`config.mk`:
```
export PLATFORM = sky130hd
export DESIGN_NAME = mmr_scrub_ctrl
export DESIGN_NICKNAME = d
export VERILOG_FILES = /design/src/rtl/mmr_scrub_ctrl.sv
export SDC_FILE = /design/constraint.sdc
export NUM_CORES = 1
export LEC_CHECK = 0
export CAP_MARGIN = 10
export CORE_ASPECT_RATIO = 1.4
export CORE_UTILIZATION = 49
export CTS_CLUSTER_SIZE = 40
export DETAILED_ROUTE_END_ITERATION = 6
export PLACE_DENSITY = 0.79
export SYNTH_ARGS = -nofsm -noshare
export SYNTH_HDL_FRONTEND = slang
export SYNTH_SLANG_ARGS = --single-unit
```
`constraint.sdc`:
```
create_clock -name clk_i -period 1.7 [get_ports clk_i]
set_clock_uncertainty 0.05 [all_clocks]
set_input_delay 0.255 -clock clk_i [delete_from_list [all_inputs] [get_ports clk_i]]
set_output_delay 0.255 -clock clk_i [all_outputs]
set_load 0.02 [all_outputs]
```
`src/rtl/mmr_scrub_ctrl.sv`:
```
// Round-robin scrub controller for a TMR configuration register bank: finds a
// mismatching register, pulses its refresh, waits a settle window and reports the outcome.
module mmr_scrub_ctrl #(
  parameter int NUM_REG    = 8,
  parameter int CNT_W      = 16,
  parameter int SETTLE_CYC = 3
) (
  input  logic                       clk_i,
  input  logic                       rst_n_i,
  input  logic                       enable_i,
  input  logic [NUM_REG-1:0]         mismatch_i,
  input  logic                       clear_count_i,
  output logic [NUM_REG-1:0]         refresh_o,
  output logic                       evt_valid_o,
  input  logic                       evt_ready_i,
  output logic [$clog2(NUM_REG)-1:0] evt_idx_o,
  output logic                       evt_persist_o,
  output logic [CNT_W-1:0]           err_count_o,
  output logic                       busy_o
);

  localparam int IDX_W = $clog2(NUM_REG);
  localparam int SET_W = (SETTLE_CYC > 1) ? $clog2(SETTLE_CYC) : 1;

  typedef enum logic [2:0] {
    S_IDLE,
    S_SCAN,
    S_REFRESH,
    S_SETTLE,
    S_REPORT
  } state_t;

  state_t             state_q, state_n;
  logic [IDX_W-1:0]   idx_q, idx_n, idx_inc;
  logic [SET_W-1:0]   settle_q, settle_n;
  logic               persist_n;
  logic [NUM_REG-1:0] refresh_n;
  logic [NUM_REG-1:0] one_hot_base;
  logic               handshake;

  assign one_hot_base = {{(NUM_REG-1){1'b0}}, 1'b1};
  assign idx_inc      = (idx_q == IDX_W'(NUM_REG-1)) ? '0 : idx_q + 1'b1;
  assign handshake    = evt_valid_o & evt_ready_i;

  always_comb begin
    // NOTE: every signal written here gets a default first so no path leaves one unassigned (no latch).
    state_n   = state_q;
    idx_n     = idx_q;
    settle_n  = settle_q;
    persist_n = 1'b0;

    case (state_q)
      S_IDLE: begin
        idx_n = '0;
        if (enable_i) state_n = S_SCAN;
      end
      S_SCAN: begin
        if (!enable_i) begin
          state_n = S_IDLE;
          idx_n   = '0;
        end else if (mismatch_i[idx_q]) begin
          state_n = S_REFRESH;
        end else begin
          idx_n = idx_inc;
        end
      end
      S_REFRESH: begin
        state_n  = S_SETTLE;
        settle_n = SET_W'(SETTLE_CYC - 1);
      end
      S_SETTLE: begin
        if (settle_q == '0) begin
          state_n   = S_REPORT;
          persist_n = mismatch_i[idx_q];
        end else begin
          settle_n = settle_q - 1'b1;
        end
      end
      S_REPORT: begin
        persist_n = evt_persist_o;
        if (handshake) begin
          // Enable is only re-examined once the event has been delivered.
          if (enable_i) begin
            state_n = S_SCAN;
            idx_n   = idx_inc;
          end else begin
            state_n = S_IDLE;
            idx_n   = '0;
          end
        end
      end
      default: begin
        state_n = S_IDLE;
        idx_n   = '0;
      end
    endcase
  end

  // Outputs are registered from the next state so they line up with the state they describe.
  assign refresh_n = (state_n == S_REFRESH) ? (one_hot_base << idx_q) : '0;

  always_ff @(posedge clk_i) begin
    // NOTE: sequential state uses non-blocking assignments so every register samples pre-edge values.
    if (!rst_n_i) begin
      state_q       <= S_IDLE;
      idx_q         <= '0;
      settle_q      <= '0;
      refresh_o     <= '0;
      evt_valid_o   <= 1'b0;
      evt_idx_o     <= '0;
      evt_persist_o <= 1'b0;
      busy_o        <= 1'b0;
    end else begin
      state_q       <= state_n;
      idx_q         <= idx_n;
      settle_q      <= settle_n;
      refresh_o     <= refresh_n;
      evt_valid_o   <= (state_n == S_REPORT);
      evt_idx_o     <= (state_n == S_REPORT) ? idx_q : '0;
      evt_persist_o <= (state_n == S_REPORT) ? persist_n : 1'b0;
      busy_o        <= (state_n != S_IDLE);
    end
  end

  // Clear has priority over a coincident refresh increment.
  always_ff @(posedge clk_i) begin
    if (!rst_n_i) begin
      err_count_o <= '0;
    end else if (clear_count_i) begin
      err_count_o <= '0;
    end else if ((state_q == S_REFRESH) && (err_count_o != '1)) begin
      err_count_o <= err_count_o + 1'b1;
    end
  end

endmodule
```
==> metrics, run 1 <==
status=completed; Initial Util=52.2%; relative slew slack=77.9%; Synth Warn #=0; Synth async-reset ratio=0%; RSZ-0062 raised after global routing=false; Yosys top cell by area=dfxtp_1; clock root buffer=clkbuf_8; largest net degree at the start of global routing=13; die height=73.6 microns; FF+latch count, synth=38; max cap viols=0; commonest non-fill, non-tap cell in the layout=clkdlybuf4s50_1; Multi-input gate area=962 sq um; storage element area=763 sq um; setup violators final=0; layout cells sized above 1=14.9%; post-synthesis area per instance=9.40 sq um; Seq pwr share=45.4%; CTS resizes=0; number of global-route vias before repair=1494; mux cell area share after synthesis=4.46%; Worst R2R Start=err_count_o[5]$_SDFFE_PP0P_; Post-CTS Setup Inserts=0; Post-Place Cells=281; period utilisation layout=97.5%; clock tree sinks=38; Sw Pwr=0.401 mW; Synth Area in Compound Gates=9.55%; Top FF cell, synth=dfxtp_1; Buffers on Ports=42; Max rail drop VDD=0.755 mV; sequential area share after synthesis=42.4%; synth top area cells=dfxtp_1, xor2_1, ha_1; crit-path max FO=3; Post-Synth Simple-Gate Area=26.6%; Post-DRT Antenna Nets=0; post-synthesis xor/xnor area fraction=7.32%; vias after detailed routing=1535; final hold vios=0; Synth top area share=42.4%; Max Clock Freq=603 MHz; Die ar.=0.00391 sq mm; Filler cells=267; gp weighted congestion=0.846; grt ovf=0; DR vias/cell=5.31; Min-Delay Path Class=reg2reg; I/O pin count=43; Req. time, crit path=1.39 ns; core footprint=0.00344 sq mm; Arr. time, crit path=1.35 ns; Max clock buf depth=2; switching portion of total power=20.0%; gr usage total=21.2%; drt wl/cell=12.8 microns; Non-Filler Instances=289; logic gate share of total power=7.0%; H-Tree Depth=2; power per standard cell area=802 mW/mm^2; Synth Net Count=211; Ant. Diodes=0; power share of the clock group=47.6%; initial DRC count=31; DRC viols=0; Hold Path Origin=settle_q[1]$_SDFFE_PN0P_; post-cts hold buffer count=0; Internal Power=1.60 mW; dpl hpwl=2.86 mm; kind of critical path=reg2out; Syn Inst Count=191; R2R setup slack=0.10 ns; first-pass GRT wire length=6.18 mm; min Tclk post-route=1.66 ns; iteration count of the initial detailed-routing pass=5; Die X-Extent=53.2 microns; CTS clock-pin slew for the worst setup and hold paths=0.08 ns; post-synth cell types=41; final slew viol count=0; Area Overhead vs Synth=39.1%; commonest cells after routing, fill and taps aside=clkdlybuf4s50_1, dfxtp_1, nor2_1; Crit. End Element=output port; synthesized area=0.00180 sq mm; main combinational cell family by area after synthesis=simple AND/OR/NAND/NOR gates; leakage=1.05 nW; worst hold slack=0.429 ns; final WL=3.70 mm; CTS tree=built; initial antenna violation count=0; Nets=268; Clk Latency, worst-skew pair=0.29 ns; startpoint types=flop; Post-synth EDFFs=0; crit path from=err_count_o[0]$_SDFFE_PP0P_; Rows=25; Tightest Pin Transition=0.330 ns; total CTS buffers=5; Synth Area in Adders=4.88%
==> synthesized netlist by cell type, drive strengths merged, types with 5 or more instances <==
cell / n
nand4: 6
nor2: 21
a21oi: 5
o21ai: 5
nand3: 8
and2: 12
buf: 6
dfxtp: 38
ha: 7
nand2: 14
inv: 7
mux2i: 8
xor2: 14
and3: 7
==> worst max-delay path, stage by stage, from the launching register on <==
cell             delay, ns
dfxtp_1               0.34
buf_4                 0.12
clkdlybuf4s50_1       0.60
==> logic make-up after synthesis <==
logic type      after synthesis
xor+xnor                     15
flops                        38
fa+ha+maj                     7
buf+inv                      15
compound gates               24
simple gates                 84
mux                           8
==> registers in the layout, summed over array words and instances, names as in the netlist <==
signal         count
err_count_o       16
refresh_o          8
evt_idx_o          3
idx_q              3
state_q            3
settle_q           2
busy_o             1
evt_persist_o      1
evt_valid_o        1
==> cell type report <==
cell class | count | area share [%]
clock buffer | 6 | 3.31
sequential | 38 | 30.6
timing repair buffer | 58 | 22.1
inverter | 7 | 1.05
tap | 40 | 2.00
multi-input combinational | 138 | 38.5
clock inverter | 2 | 2.40
==> metrics by stage <==
step	setup slack, ns	setup TNS (ns)	instance area (sq um)	util, %	power [mW]
2_1_floorplan	0.0903	0	1800	-	1.01
3_3_place_gp	-0.155	-1.54	2330	67.6	1.06
3_5_place_dp	-0.191	-1.86	2330	67.6	1.07
4_1_cts	0.00763	0	2470	71.7	2.01
5_1_grt	0.00270	0	2500	72.6	2.06
6_report	0.0429	0	2500	72.6	2.00
==> path summary, 6_finish.rpt <==
check | end | cells past startpoint
max | err_count_o[0] | 2
min reg2reg | settle_q[1]$_SDFFE_PN0P_ | 2
max reg2reg | err_count_o[9]$_SDFFE_PP0P_ | 5
min | settle_q[1]$_SDFFE_PN0P_ | 2
==> routing by layer <==
metal  routed length [microns]  part of all wire (%)  up-vias  global-route usage (%)
li1                          -                     -      780                       -
met1                      1470                    40      696                    21.6
met2                      2000                    54       51                    40.5
met3                       153                   4.1        8                    3.93
met4                        73                   2.0        0                    8.48
met5                         0                     0        -                       0
==> power groups by stage <==
stage / Clock (mW) / Combinational (mW) / Sequential [mW]
final: 0.954 / 0.140 / 0.909
after global placement: 0 / 0.136 / 0.929
after detailed placement: 0 / 0.139 / 0.929
after CTS: 0.966 / 0.139 / 0.908
after floorplan: 0 / 0.0768 / 0.930
after global routing: 0.995 / 0.155 / 0.910
(Power assumes the default switching activity.)
==> inputs of run 2 (changes only) <==
- HOLD_SLACK_MARGIN: not set -> 0.02
==> results of run 2 <==
No change in the layout: final DEF, timing and power equal those of run 1.
